==> src/rtl/axi4_lite_slave.sv <==
// -----------------------------------------------------------------------------
// axi4_lite_slave
//   AXI4-Lite slave backed by a MEM_WORDS x DATA_WIDTH register file.
//   Independent write (WR_IDLE/WR_WAIT/WR_RESP) and read (RD_IDLE/RD_DATA)
//   state machines. Every output is a flop; there is no input->output
//   combinational path.
//
// Ports
//   ACLK, ARESET                        clock, async active-high reset
//   AWADDR/AWVALID/AWREADY              write address channel
//   WDATA/WVALID/WREADY                 write data channel
//   BRESP/BVALID/BREADY                 write response channel
//   ARADDR/ARVALID/ARREADY              read address channel
//   RDATA/RRESP/RVALID/RREADY           read data channel
//
// Configuration
//   AXI4_LITE_SLAVE_ADDR_CHECK_EN  when defined, addresses with any bit set
//   above the word-index field get SLVERR, writes to them are dropped and
//   reads return 0. When undefined, upper address bits alias.
// -----------------------------------------------------------------------------
module axi4_lite_slave #(
    parameter int ADDR_WIDTH = 32,
    parameter int DATA_WIDTH = 32,
    parameter int MEM_WORDS  = 16
) (
    input  logic                  ACLK,
    input  logic                  ARESET,
    input  logic [ADDR_WIDTH-1:0] AWADDR,
    input  logic                  AWVALID,
    output logic                  AWREADY,
    input  logic [DATA_WIDTH-1:0] WDATA,
    input  logic                  WVALID,
    output logic                  WREADY,
    output logic [1:0]            BRESP,
    output logic                  BVALID,
    input  logic                  BREADY,
    input  logic [ADDR_WIDTH-1:0] ARADDR,
    input  logic                  ARVALID,
    output logic                  ARREADY,
    output logic [DATA_WIDTH-1:0] RDATA,
    output logic [1:0]            RRESP,
    output logic                  RVALID,
    input  logic                  RREADY
);

    localparam int IDX_W = $clog2(MEM_WORDS);
    localparam logic [1:0] RESP_OKAY   = 2'b00;
    localparam logic [1:0] RESP_SLVERR = 2'b10;

    typedef enum logic [1:0] {WR_IDLE, WR_WAIT, WR_RESP} wr_state_e;
    typedef enum logic       {RD_IDLE, RD_DATA}          rd_state_e;

    wr_state_e             wr_state_q;
    rd_state_e             rd_state_q;
    logic                  awready_q, wready_q, bvalid_q, arready_q, rvalid_q;
    logic [1:0]            bresp_q, rresp_q;
    logic [DATA_WIDTH-1:0] rdata_q;
    logic                  aw_got_q, w_got_q;
    logic [ADDR_WIDTH-1:0] waddr_q;
    logic [DATA_WIDTH-1:0] wdata_q;
    logic [DATA_WIDTH-1:0] mem_q [MEM_WORDS];

    // Write commit happens on the edge that completes the second capture,
    // so address/data come straight from the bus if they arrive this cycle.
    logic                  aw_hs, w_hs, aw_have, w_have, wr_fire;
    logic                  wr_addr_ok, rd_addr_ok;
    logic [ADDR_WIDTH-1:0] wr_addr;
    logic [DATA_WIDTH-1:0] wr_data;
    logic [IDX_W-1:0]      wr_idx, rd_idx;

    assign aw_hs   = AWVALID && awready_q;
    assign w_hs    = WVALID && wready_q;
    assign aw_have = aw_got_q || aw_hs;
    assign w_have  = w_got_q || w_hs;
    assign wr_fire = (wr_state_q != WR_RESP) && aw_have && w_have;
    assign wr_addr = aw_hs ? AWADDR : waddr_q;
    assign wr_data = w_hs ? WDATA : wdata_q;
    assign wr_idx  = wr_addr[IDX_W+1:2];
    assign rd_idx  = ARADDR[IDX_W+1:2];

`ifdef AXI4_LITE_SLAVE_ADDR_CHECK_EN
    assign wr_addr_ok = (wr_addr >> (IDX_W + 2)) == '0;
    assign rd_addr_ok = (ARADDR >> (IDX_W + 2)) == '0;
`else
    assign wr_addr_ok = 1'b1;
    assign rd_addr_ok = 1'b1;
`endif

    // Byte-offset bits (and upper bits when aliasing) carry no meaning here.
    logic unused_addr_bits;
    assign unused_addr_bits = ^{wr_addr, ARADDR};

    assign AWREADY = awready_q;
    assign WREADY  = wready_q;
    assign BVALID  = bvalid_q;
    assign BRESP   = bresp_q;
    assign ARREADY = arready_q;
    assign RVALID  = rvalid_q;
    assign RRESP   = rresp_q;
    assign RDATA   = rdata_q;

    // Register file
    always_ff @(posedge ACLK or posedge ARESET) begin
        if (ARESET) begin
            for (int i = 0; i < MEM_WORDS; i++) mem_q[i] <= '0;
        end else if (wr_fire && wr_addr_ok) begin
            mem_q[wr_idx] <= wr_data;
        end
    end

    // Write FSM
    always_ff @(posedge ACLK or posedge ARESET) begin
        if (ARESET) begin
            wr_state_q <= WR_IDLE;
            awready_q  <= 1'b0;
            wready_q   <= 1'b0;
            bvalid_q   <= 1'b0;
            bresp_q    <= RESP_OKAY;
            aw_got_q   <= 1'b0;
            w_got_q    <= 1'b0;
            waddr_q    <= '0;
            wdata_q    <= '0;
        end else begin
            case (wr_state_q)
                WR_IDLE, WR_WAIT: begin
                    if (aw_hs) waddr_q <= AWADDR;
                    if (w_hs)  wdata_q <= WDATA;
                    if (wr_fire) begin
                        wr_state_q <= WR_RESP;
                        awready_q  <= 1'b0;
                        wready_q   <= 1'b0;
                        aw_got_q   <= 1'b0;
                        w_got_q    <= 1'b0;
                        bvalid_q   <= 1'b1;
                        bresp_q    <= wr_addr_ok ? RESP_OKAY : RESP_SLVERR;
                    end else begin
                        // Readies also come up here on the first edge out of reset.
                        wr_state_q <= (aw_have || w_have) ? WR_WAIT : WR_IDLE;
                        aw_got_q   <= aw_have;
                        w_got_q    <= w_have;
                        awready_q  <= !aw_have;
                        wready_q   <= !w_have;
                    end
                end
                WR_RESP: begin
                    if (BREADY) begin
                        wr_state_q <= WR_IDLE;
                        bvalid_q   <= 1'b0;
                        awready_q  <= 1'b1;
                        wready_q   <= 1'b1;
                    end
                end
                default: wr_state_q <= WR_IDLE;
            endcase
        end
    end

    // Read FSM; the old word is returned when a write commits on the same edge.
    always_ff @(posedge ACLK or posedge ARESET) begin
        if (ARESET) begin
            rd_state_q <= RD_IDLE;
            arready_q  <= 1'b0;
            rvalid_q   <= 1'b0;
            rresp_q    <= RESP_OKAY;
            rdata_q    <= '0;
        end else begin
            case (rd_state_q)
                RD_IDLE: begin
                    if (ARVALID && arready_q) begin
                        rd_state_q <= RD_DATA;
                        arready_q  <= 1'b0;
                        rvalid_q   <= 1'b1;
                        rdata_q    <= rd_addr_ok ? mem_q[rd_idx] : '0;
                        rresp_q    <= rd_addr_ok ? RESP_OKAY : RESP_SLVERR;
                    end else begin
                        arready_q  <= 1'b1;
                    end
                end
                RD_DATA: begin
                    if (RREADY) begin
                        rd_state_q <= RD_IDLE;
                        rvalid_q   <= 1'b0;
                        arready_q  <= 1'b1;
                    end
                end
                default: rd_state_q <= RD_IDLE;
            endcase
        end
    end

endmodule

==> config.mk <==
export PLATFORM = sky130hd
export DESIGN_NAME = axi4_lite_slave
export DESIGN_NICKNAME = d
export VERILOG_FILES = /design/src/rtl/axi4_lite_slave.sv
export SDC_FILE = /design/constraint.sdc
export NUM_CORES = 1
export LEC_CHECK = 0
export ABC_CLOCK_PERIOD_IN_PS = 26600
export CAP_MARGIN = 15
export CORE_ASPECT_RATIO = 1.5
export CORE_MARGIN = 3
export CORE_UTILIZATION = 40
export DETAILED_ROUTE_END_ITERATION = 12
export GPL_TIMING_DRIVEN = 0
export PLACE_DENSITY = 0.65
export SYNTH_ARGS = -nofsm -noshare
export SYNTH_HDL_FRONTEND = slang
export SYNTH_SLANG_ARGS = --single-unit
==> constraint.sdc <==
create_clock -name ACLK -period 26.6 [get_ports ACLK]
set_clock_uncertainty 0.1 [all_clocks]
set_input_delay 5.32 -clock ACLK [delete_from_list [all_inputs] [get_ports ACLK]]
set_output_delay 5.32 -clock ACLK [all_outputs]
set_load 0.02 [all_outputs]
==> results by group, run 1 <==
Logic synthesis
  • Fraction of registers with async set/reset: between 90% and 100%
  • Area share of the largest cell type after synthesis: between 50% and 60%
  • Mapped Area: approximately 27000 µm²
  • Most used DFF post-synth: dfrtp_1
  • Post-synthesis sequential area ratio: between 50% and 60%
  • Synth area leader: dfrtp_1
  • Leading post-synthesis cells by cell area: dfrtp_1 55%, mux2_2 26%, mux4_2 10%, o21ai_0 1.2%, buf_6 1.2%
  • Warnings, synthesis: 0
  • #FFs+latches synth: 590
  • Syn avg cell area: between 15 and 20 µm²
  • Mapped Cells: approximately 1700
  • EDFF count, synth: 0
  • Library cells used by synthesis: 48

Clocking
  • Clock sink count: 590
  • CTS resizes: 0
  • Clk Latency, worst-skew pair: between 0.6 and 0.7 ns
  • Clock Path Buffers: 3
  • CTS tree: yes
  • Root buffer cell: clkbuf_16
  • Hold_buf cts: 0
  • Post-CTS setup buffer count: 0
  • H-tree depth: 2
  • Num CTS Buffers: 56
  • Clock transition at path regs: approximately 0.060 ns

Critical path
  • Worst reg-to-reg setup slack: 23.36 ns
  • Crit-path most repeated cell: buf_16
  • Max incr delay on CP: 0.65 ns
  • Worst R2R End: wdata_q[3]$_DFFE_PP0P_
  • Crit-path max FO: roughly 140
  • Reg2reg start: WREADY$_DFFE_PP0P_
  • Kind of critical path: primary input to asynchronous set/reset pin
  • R2R cell count: 6
  • Worst EP required: about 27 ns
  • Slowest library cell on the worst path: inv_8
  • Crit. End Element: asynchronous set/reset pin
  • CP startpoint kind: primary input
  • CP cell instances: clkdlybuf4s50_1 > inv_8 > buf_16 > buf_16 > buf_16 > buf_16
  • Crit path DAT: around 8.8 ns

STA
  • Min Tclk post-route: 8.18 ns
  • Relative slew slack: about a quarter
  • Peak Freq: 122 MHz
  • PnR worst setup slack: 18.42 ns
  • Slew @ Worst Pin: between 1 and 1.5 ns
  • Final setup violation count: 0
  • Unrepaired setup endpoints after global routing: no
  • Pins Over Slew Limit: 0
  • Fin crit share: roughly 31%
  • Final Hold Violating Endpoints: 0

Global routing
  • Initial antenna violation count: 0
  • GRT met1 Usage: around 25%
  • Gr busiest metal: met2
  • Met2 usage: between 30% and 40%
  • Total track usage: between 20% and 30%
  • GRT overflow: 0
  • First-pass GRT wire length: 107000 µm
  • Largest net degree at the start of global routing: 140
  • GR Util met3: between 2 and 3%
  • Vias in the first global route: 16815

Placement
  • GPL Wtd Cong: around 0.83
  • PortBufs: 80
  • Pre-CTS setup slack: roughly 18 ns
  • Post-DP HPWL: between 40000 and 50000 µm

Route
  • Wire per inst: 25.5 µm
  • 1st-pass router iterations: 5
  • Routed wire length: approximately 70000 µm
  • Drt via density: 5.59
  • Routed Antenna Nets: 0
  • Via count: between 15000 and 20000
  • Post-route DRC: 0
  • DR iter-0 viols: a little over 900

Power
  • P per Cell Area: 108 nW/µm²
  • Lkg Pwr: 0.0136 µW
  • Peak VDD IR: roughly 60 µV

Floorplanning
  • Die X: 217 µm
  • Initial Utilization: about two fifths
  • Row count: 115
  • Core footprint: between 60000 and 70000 µm²
  • Die extent in y: 322 µm
  • I/O Pins: ~140
  • Die area: roughly 70000 µm²

Cells and area
  • Synth-to-Final Area Change: 14.1%
  • Core Util, Final: 46.3%
  • FF+latch area: ~15000 µm²
  • Layout cells sized above 1: between 40% and 50%
  • Filler cell count: 5791
  • Multi-input logic area: 11100 µm²
  • Net count, final: ~1900
  • Antenna cells: 0

Min path
  • Hold Path Depth: 1
  • Min-Delay Path Class: flip-flop to flip-flop
  • Worst Hold Endpoint: mem_q[322]$_DFFE_PP0P_
  • Hold Startpoint: mem_q[322]$_DFFE_PP0P_

Run status
  • Status: finished clean

Flow run
  • Max-cap viol count: 0
-- critical path: cells and delay by family --
family | cells | cell delay (ns)
buffers and inverters | 6 | 3.14
-- layout make-up --
type / instances / share of cell area (%)
Clock inverter: 12 / 0.346
Buffer: 144 / 2.70
Timing Repair Buffer: 84 / 2.99
Multi-Input combinational cell: 961 / 36.4
Inverter: 4 / 0.0740
Sequential cell: 590 / 48.5
Clock buffer: 85 / 5.36
Tap cell: 877 / 3.61
-- report_power, final --
part / total, µW / internal, µW / switching, µW
registers: 1470 / 1280 / 198
logic: 1030 / 567 / 460
clock network: 773 / 430 / 343
-- cells in the mapped netlist, types with 2 or more instances --
| cell | instances |
|---|---|
| a21oi_1 | 7 |
| a22oi_1 | 30 |
| and2_1 | 2 |
| and3_1 | 2 |
| and3b_1 | 2 |
| buf_1 | 8 |
| buf_2 | 42 |
| buf_4 | 5 |
| buf_6 | 28 |
| clkbuf_1 | 61 |
| dfrtp_1 | 590 |
| inv_1 | 3 |
| mux2_1 | 6 |
| mux2_2 | 607 |
| mux2i_1 | 7 |
| mux4_2 | 124 |
| nand2_1 | 12 |
| nand2b_1 | 4 |
| nand3_1 | 12 |
| nand3b_1 | 3 |
| nand4b_1 | 2 |
| nor2_1 | 41 |
| nor2b_1 | 2 |
| nor3b_2 | 3 |
| nor3b_4 | 3 |
| o21a_1 | 2 |
| o21ai_0 | 65 |
| o22a_1 | 3 |
-- metal layers --
| layer | up-vias | wire (µm) |
|---|---|---|
| met5 | - | 0 |
| met4 | 0 | 2370 |
| met3 | 128 | 2840 |
| met2 | 318 | 37200 |
| met1 | 8400 | 27900 |
| li1 | 6563 | - |
-- layout by cell type (no fill, tap or decap), types with 3 or more instances in the layout --
master | Yosys | routed
a21oi_1 | 7 | 7
a22oi_1 | 30 | 30
buf_1 | 8 | 8
buf_16 | 0 | 4
buf_2 | 42 | 42
buf_4 | 5 | 5
buf_6 | 28 | 28
clkbuf_1 | 61 | 78
clkbuf_16 | 0 | 56
clkbuf_8 | 0 | 12
clkdlybuf4s50_1 | 0 | 80
clkinv_2 | 0 | 7
conb_1 | 1 | 4
dfrtp_1 | 590 | 590
mux2_1 | 6 | 6
mux2_2 | 607 | 607
mux2i_1 | 7 | 7
mux4_2 | 124 | 124
nand2_1 | 12 | 12
nand2b_1 | 4 | 4
nand3_1 | 12 | 12
nand3b_1 | 3 | 3
nor2_1 | 41 | 41
nor3b_2 | 3 | 3
nor3b_4 | 3 | 3
o21ai_0 | 65 | 65
o22a_1 | 3 | 3
-- stage by stage --
step / hold slack (ns) / TNS, ns / std cells / area, µm² / total power [µW]
3_3_place_gp: 0.364 / -559.11 / 2656 / 28600 / 2460
3_5_place_dp: 0.374 / 0 / 2660 / 28700 / 2530
4_1_cts: 0.389 / 0 / 2757 / 30400 / 3300
6_report: 0.387 / 0 / 2757 / 30400 / 3280
2_1_floorplan: 0.353 / 0 / 1699 / 26700 / 2190
5_1_grt: 0.406 / 0 / 2757 / 30400 / 3450
-- flip-flops by register name, summed over array words and instances (netlist names) --
name / cells
WREADY: 1
mem_q: 512
ARREADY: 1
rd_state_q: 1
waddr_q: 4
aw_got_q: 1
wdata_q: 32
RDATA: 32
AWREADY: 1
BVALID: 1
w_got_q: 1
wr_state_q: 2
RVALID: 1
-- cells by family after synthesis --
family	Yosys count	synth area share, %
mux	744	36.6
flops	590	55.4
buf+inv	148	3.14
compound gates	120	2.90
simple gates	92	1.88
xor+xnor	1	0.0329
other cells	1	0.0141
-- worst max path at each step --
stage | from | depth (start not counted) | slack (ns) | to
after floorplan | ARESET | 1 | 4.67 | ARREADY$_DFFE_PP0P_
after global placement | ARESET | 2 | -1.08 | wdata_q[14]$_DFFE_PP0P_
after detailed placement | ARESET | 6 | 17.66 | wdata_q[14]$_DFFE_PP0P_
after CTS | ARESET | 6 | 18.31 | mem_q[272]$_DFFE_PP0P_
after global routing | ARESET | 6 | 17.94 | mem_q[142]$_DFFE_PP0P_
final | ARESET | 6 | 18.42 | mem_q[142]$_DFFE_PP0P_
(Power assumes the default switching activity.)
==> run 2, diff against run 1 <==
ABC_CLOCK_PERIOD_IN_PS = 6700   (was 26600)
PLACE_DENSITY = 0.67   (was 0.65)
clock period = 6.7 ns   (was 26.6 ns; I/O delays follow)
==> run 2 against run 1 <==
Routed wire length increased by 1.3%. Die area unchanged. Via count increased by 0.73%. Register-to-register slack got worse by 20 ns. Largest cell class unchanged. Highest routed layer unchanged.
==> results by group, run 2 (synthesis results as in run 1) <==
Placement
  • DP Area: ~29000 µm²
  • GPL Wtd Cong: slightly above 0.8
  • Post-DP HPWL: roughly 48000 µm
  • Placed Cells: about 2700
  • PortBufs: 80
  • Pre-CTS setup slack: around 2 ns

STA
  • Peak Freq: around 250 MHz
  • Final Hold Violating Endpoints: 0
  • Fin crit share: around three fifths
  • Relative slew slack: between 20% and 30%
  • Setup TNS: 0 ns
  • Unrepaired setup endpoints after global routing: no
  • Pins Over Slew Limit: 0
  • Min Tclk post-route: 4.08 ns
  • Slew @ Worst Pin: about 1.1 ns
  • Hold WS: between 0.3 and 0.4 ns
  • Final setup violation count: 0
  • PnR worst setup slack: 2.62 ns

Clocking
  • H-tree depth: 2
  • Clock sink count: 590
  • Clock Path Buffers: 3
  • Post-CTS setup buffer count: 0
  • Num CTS Buffers: 56
  • Hold_buf cts: 0
  • CTS tree: yes
  • Clock transition at path regs: approximately 0.06 ns
  • CTS resizes: 0
  • Root buffer cell: clkbuf_16
  • Clk Latency, worst-skew pair: about 0.61 ns

Cells and area
  • Max reg flops: 512
  • Filler cell count: 5688
  • Finished layout cell area: around 31000 µm²
  • Commonest non-fill, non-tap cell in the layout: mux2_2
  • Post-route insts no fill: 2769
  • Synth-to-Final Area Change: 15.4%
  • Layout cells sized above 1: between 40% and 50%
  • Net count, final: 1956
  • Most flops, register: mem_q
  • Commonest cells after routing, fill and taps aside: 607 x mux2_2, 590 x dfrtp_1, 124 x mux4_2, 80 x clkdlybuf4s50_1, 71 x clkbuf_1

Floorplanning
  • Die extent in y: between 300 and 400 µm
  • Initial Utilization: roughly 41%
  • Die area: around 70000 µm²
  • Row count: roughly 120
  • Core footprint: ~66000 µm²
  • Die X: approximately 220 µm
  • I/O Pins: 144

Global routing
  • First-pass GRT wire length: 108000 µm
  • Total track usage: roughly 20%
  • Vias in the first global route: approximately 17000
  • Largest net degree at the start of global routing: 46
  • Initial antenna violation count: 2
  • GRT overflow: 0

Route
  • DR iter-0 viols: ~950
  • Routed wire length: 71200 µm
  • Routed Antenna Nets: 0
  • Post-route DRC: 0
  • Wire per inst: about 26 µm
  • 1st-pass router iterations: 5
  • Via count: 15521
  • Drt via density: 5.61

Power
  • P per Cell Area: roughly 430 nW/µm²
  • Peak VDD IR: 260 µV
  • Lkg Pwr: about 0.014 µW

Critical path
  • Worst reg-to-reg setup slack: about 3.4 ns
  • CP startpoint kind: primary input
  • Crit-path max FO: 10
  • Worst EP required: slightly above 7 ns
  • Kind of critical path: primary input to flip-flop
  • Crit. End Element: flip-flop
  • Crit path DAT: between 4 and 5 ns

Flow run
  • Max-cap viol count: 0

Run status
  • Status: finished clean

Min path
  • Min-Delay Path Class: flip-flop to flip-flop
-- run 2: power by group --
part           leakage [µW]  internal (µW)  switching (µW)
registers           0.00766           5070             812
logic               0.00518           2270            1820
clock network      0.000916           1850            1380
total                0.0138           9190            4000
-- run 2: critical path, cell delays in order --
cell and delay [ns]:
clkdlybuf4s50_1 0.46, nand2_1 0.41, buf_2 0.53, or2_2 0.20, clkbuf_1 0.47, clkbuf_1 0.60, mux2_2 0.42
-- run 2: layer usage --
metal	up-vias	track usage (%)	share of wire [%]	wire [µm]
met4	0	8.10	3.9	2810
met2	387	37.3	53	37700
met1	8390	24.9	39	27900
li1	6587	-	-	-
met3	157	2.57	4.0	2810
met5	-	0	0	0
-- run 2: per-stage QoR --
step                      power [µW]  utilization (%)
after floorplan                 8690                -
after global placement          9770             43.4
after detailed placement       10000             43.9
after CTS                      13300             46.8
after global routing           13900             46.8
final                          13200             46.8
-- run 2: cell type report --
class	instances	area, µm²	share of cell area (%)
clock inverter	15	211	0.688
clock buffer	81	1650	5.35
buffer	144	822	2.67
multi-input combinational	961	11100	36.0
antenna	1	2.50	0.00814
sequential	590	14800	48.0
timing repair buffer	96	1120	3.65
inverter	4	18.8	0.0610
tap	877	1100	3.57
-- run 2: worst paths after layout --
path	start	to	cells after the start
max	WVALID	wdata_q[0]$_DFFE_PP0P_	7
min	RVALID$_DFFE_PP0P_	RVALID$_DFFE_PP0P_	2
max reg2reg	WREADY$_DFFE_PP0P_	wdata_q[0]$_DFFE_PP0P_	6
min reg2reg	RVALID$_DFFE_PP0P_	RVALID$_DFFE_PP0P_	2
max in group asynchronous	ARESET	wdata_q[1]$_DFFE_PP0P_	11
min in group asynchronous	ARESET	wdata_q[22]$_DFFE_PP0P_	2
==> run 3, diff against run 2 <==
ABC_CLOCK_PERIOD_IN_PS = 3340   (was 6700)
clock period = 3.34 ns   (was 6.7 ns; I/O delays follow)
==> run 3 against run 2 <==
Critical path depth unchanged. Sequential share of layout area fell by 0.070 points. Global-route usage about the same.
==> results by group, run 3 (synthesis results as in run 1) <==
Placement
  • GPL Wtd Cong: around 0.83
  • Placed Cells: roughly 2700
  • Post-DP HPWL: 48100 µm
  • PortBufs: 80
  • Pre-CTS setup slack: -0.730 ns

Floorplanning
  • Initial Utilization: about 41%
  • Row count: about 120
  • Die extent in y: ~320 µm
  • Die X: approximately 220 µm
  • I/O Pins: roughly 140
  • Die area: around 70000 µm²
  • Core footprint: 65800 µm²

Critical path
  • Crit path DAT: approximately 3.5 ns
  • Worst EP required: roughly 3.7 ns
  • Crit. Startpoint: WVALID
  • Crit. End Element: flip-flop
  • Worst R2R End: wdata_q[17]$_DFFE_PP0P_
  • Reg2reg start: WREADY$_DFFE_PP0P_
  • R2R cell count: 6
  • CP startpoint kind: primary input
  • Kind of critical path: primary input to flip-flop
  • Crit-path max FO: 10
  • Worst reg-to-reg setup slack: 0.27 ns
  • Critical Path End: wdata_q[17]$_DFFE_PP0P_

Route
  • Drt via density: approximately 5.6
  • DR iter-0 viols: 985
  • Post-route DRC: 0
  • Wire per inst: about 26 µm
  • 1st-pass router iterations: 5
  • Via count: 15586
  • Routed Antenna Nets: 0
  • Routed wire length: around 71000 µm

Cells and area
  • Commonest cells after routing, fill and taps aside: 607 x mux2_2, 590 x dfrtp_1, 124 x mux4_2, 80 x clkdlybuf4s50_1, 69 x clkbuf_1
  • Layout cells sized above 1: approximately half
  • Net count, final: around 2000
  • Core Util, Final: 46.8%
  • Commonest non-fill, non-tap cell in the layout: mux2_2
  • Max reg flops: 512
  • Most flops, register: mem_q
  • Synth-to-Final Area Change: 15.5%
  • Post-route insts no fill: roughly 2800

STA
  • Min Tclk post-route: ~3.2 ns
  • Unrepaired setup endpoints after global routing: no
  • Slew @ Worst Pin: ~1.1 ns
  • Setup TNS: 0 ns
  • Fin crit share: 94.3%
  • Peak Freq: roughly 320 MHz
  • Final Hold Violating Endpoints: 0
  • PnR worst setup slack: roughly 0.19 ns
  • Relative slew slack: 28.0%
  • Pins Over Slew Limit: 0
  • Final setup violation count: 0

Power
  • Logic pwr share: between 30% and 40%
  • Int Pwr: roughly 18000 µW
  • Lkg Pwr: 0.0138 µW
  • Peak VDD IR: 520 µV
  • Clk network pwr share: around 25%
  • Reg power frac: between 40% and 50%
  • Net Switching: roughly 8000 µW
  • P per Cell Area: about 860 nW/µm²
  • Sw Ratio: a little under a third

Clocking
  • Clock sink count: 590
  • Clock transition at path regs: around 0.06 ns
  • Hold_buf cts: 0
  • CTS tree: yes
  • Post-CTS setup buffer count: 0
  • Num CTS Buffers: 56
  • Root buffer cell: clkbuf_16
  • Clk Latency, worst-skew pair: between 0.6 and 0.7 ns
  • H-tree depth: 2
  • Clock Path Buffers: 3

Run status
  • Status: finished clean

Flow run
  • Max-cap viol count: 0

Global routing
  • Largest net degree at the start of global routing: 46
  • GRT overflow: 0
  • Total track usage: about 20%
  • Vias in the first global route: roughly 17000
  • First-pass GRT wire length: approximately 110000 µm
  • Initial antenna violation count: 1

Min path
  • Min-Delay Path Class: primary input to asynchronous set/reset pin
==> run 3: cell count changes in the layout (fill, tap and decap cells not counted) <==
cell | before | now
clkbuf_2 | 0 | 2
buf_12 | 16 | 14
buf_2 | 42 | 41
clkbuf_4 | 0 | 1
buf_16 | 0 | 2
clkbuf_1 | 71 | 69
clkbuf_16 | 56 | 57
==> run 3: layout make-up <==
cell class | count | area [µm²]
clock buffer | 81 | 1650
timing repair buffer | 97 | 1160
inverter | 4 | 18.8
multi-input combinational | 961 | 11100
antenna | 1 | 2.50
fill | 5685 | 35000
buffer | 144 | 827
sequential | 590 | 14800
tap | 877 | 1100
clock inverter | 15 | 211
==> run 3: power by group through the flow <==
stage                     registers (µW)  clock network, µW  logic [µW]
after floorplan                    11500                  0        5900
after global placement             11700                  0        7920
after detailed placement           11900                  0        8250
after CTS                          11800               6600        8280
after global routing               12100               6880        8880
final                              11800               6490        8190
==> run 3: metal layers <==
| metal | global-route usage, % | routed length [µm] | vias to the layer above |
|---|---|---|---|
| li1 | - | - | 6588 |
| met1 | 25.0 | 28200 | 8446 |
| met2 | 37.3 | 37600 | 394 |
| met3 | 2.54 | 2730 | 158 |
| met4 | 8.12 | 2810 | 0 |
| met5 | 0 | 0 | - |
==> run 3: stage by stage <==
| stage | instance area [µm²] | power (µW) | hold slack, ns |
|---|---|---|---|
| after floorplan | 26700 | 17400 | 0.353 |
| final | 30800 | 26500 | 0.265 |
| after global placement | 28600 | 19600 | 0.364 |
| after detailed placement | 28900 | 20100 | 0.366 |
| after global routing | 30800 | 27900 | 0.266 |
| after CTS | 30700 | 26600 | 0.215 |
==> run 3: timing repair <==
item / 4_1_cts / 5_1_grt
setup endpoints to repair: 9 / 39
cloned: 0 / 1
gates resized for setup: 1 / 5
==> run 3: worst min-delay path by stage <==
| stage | end | depth (start not counted) |
|---|---|---|
| floorplan | mem_q[321]$_DFFE_PP0P_ | 1 |
| global placement | mem_q[322]$_DFFE_PP0P_ | 1 |
| detailed placement | RVALID$_DFFE_PP0P_ | 2 |
| CTS | wdata_q[22]$_DFFE_PP0P_ | 2 |
| global route | wdata_q[20]$_DFFE_PP0P_ | 2 |
| finish | wdata_q[22]$_DFFE_PP0P_ | 2 |
==> run 3: worst max-delay path, stage by stage <==
cell	delay, ns
clkdlybuf4s50_1	0.46
nand2_1	0.42
clkbuf_4	0.46
or2_2	0.17
clkbuf_1	0.46
buf_2	0.47
mux2_2	0.38
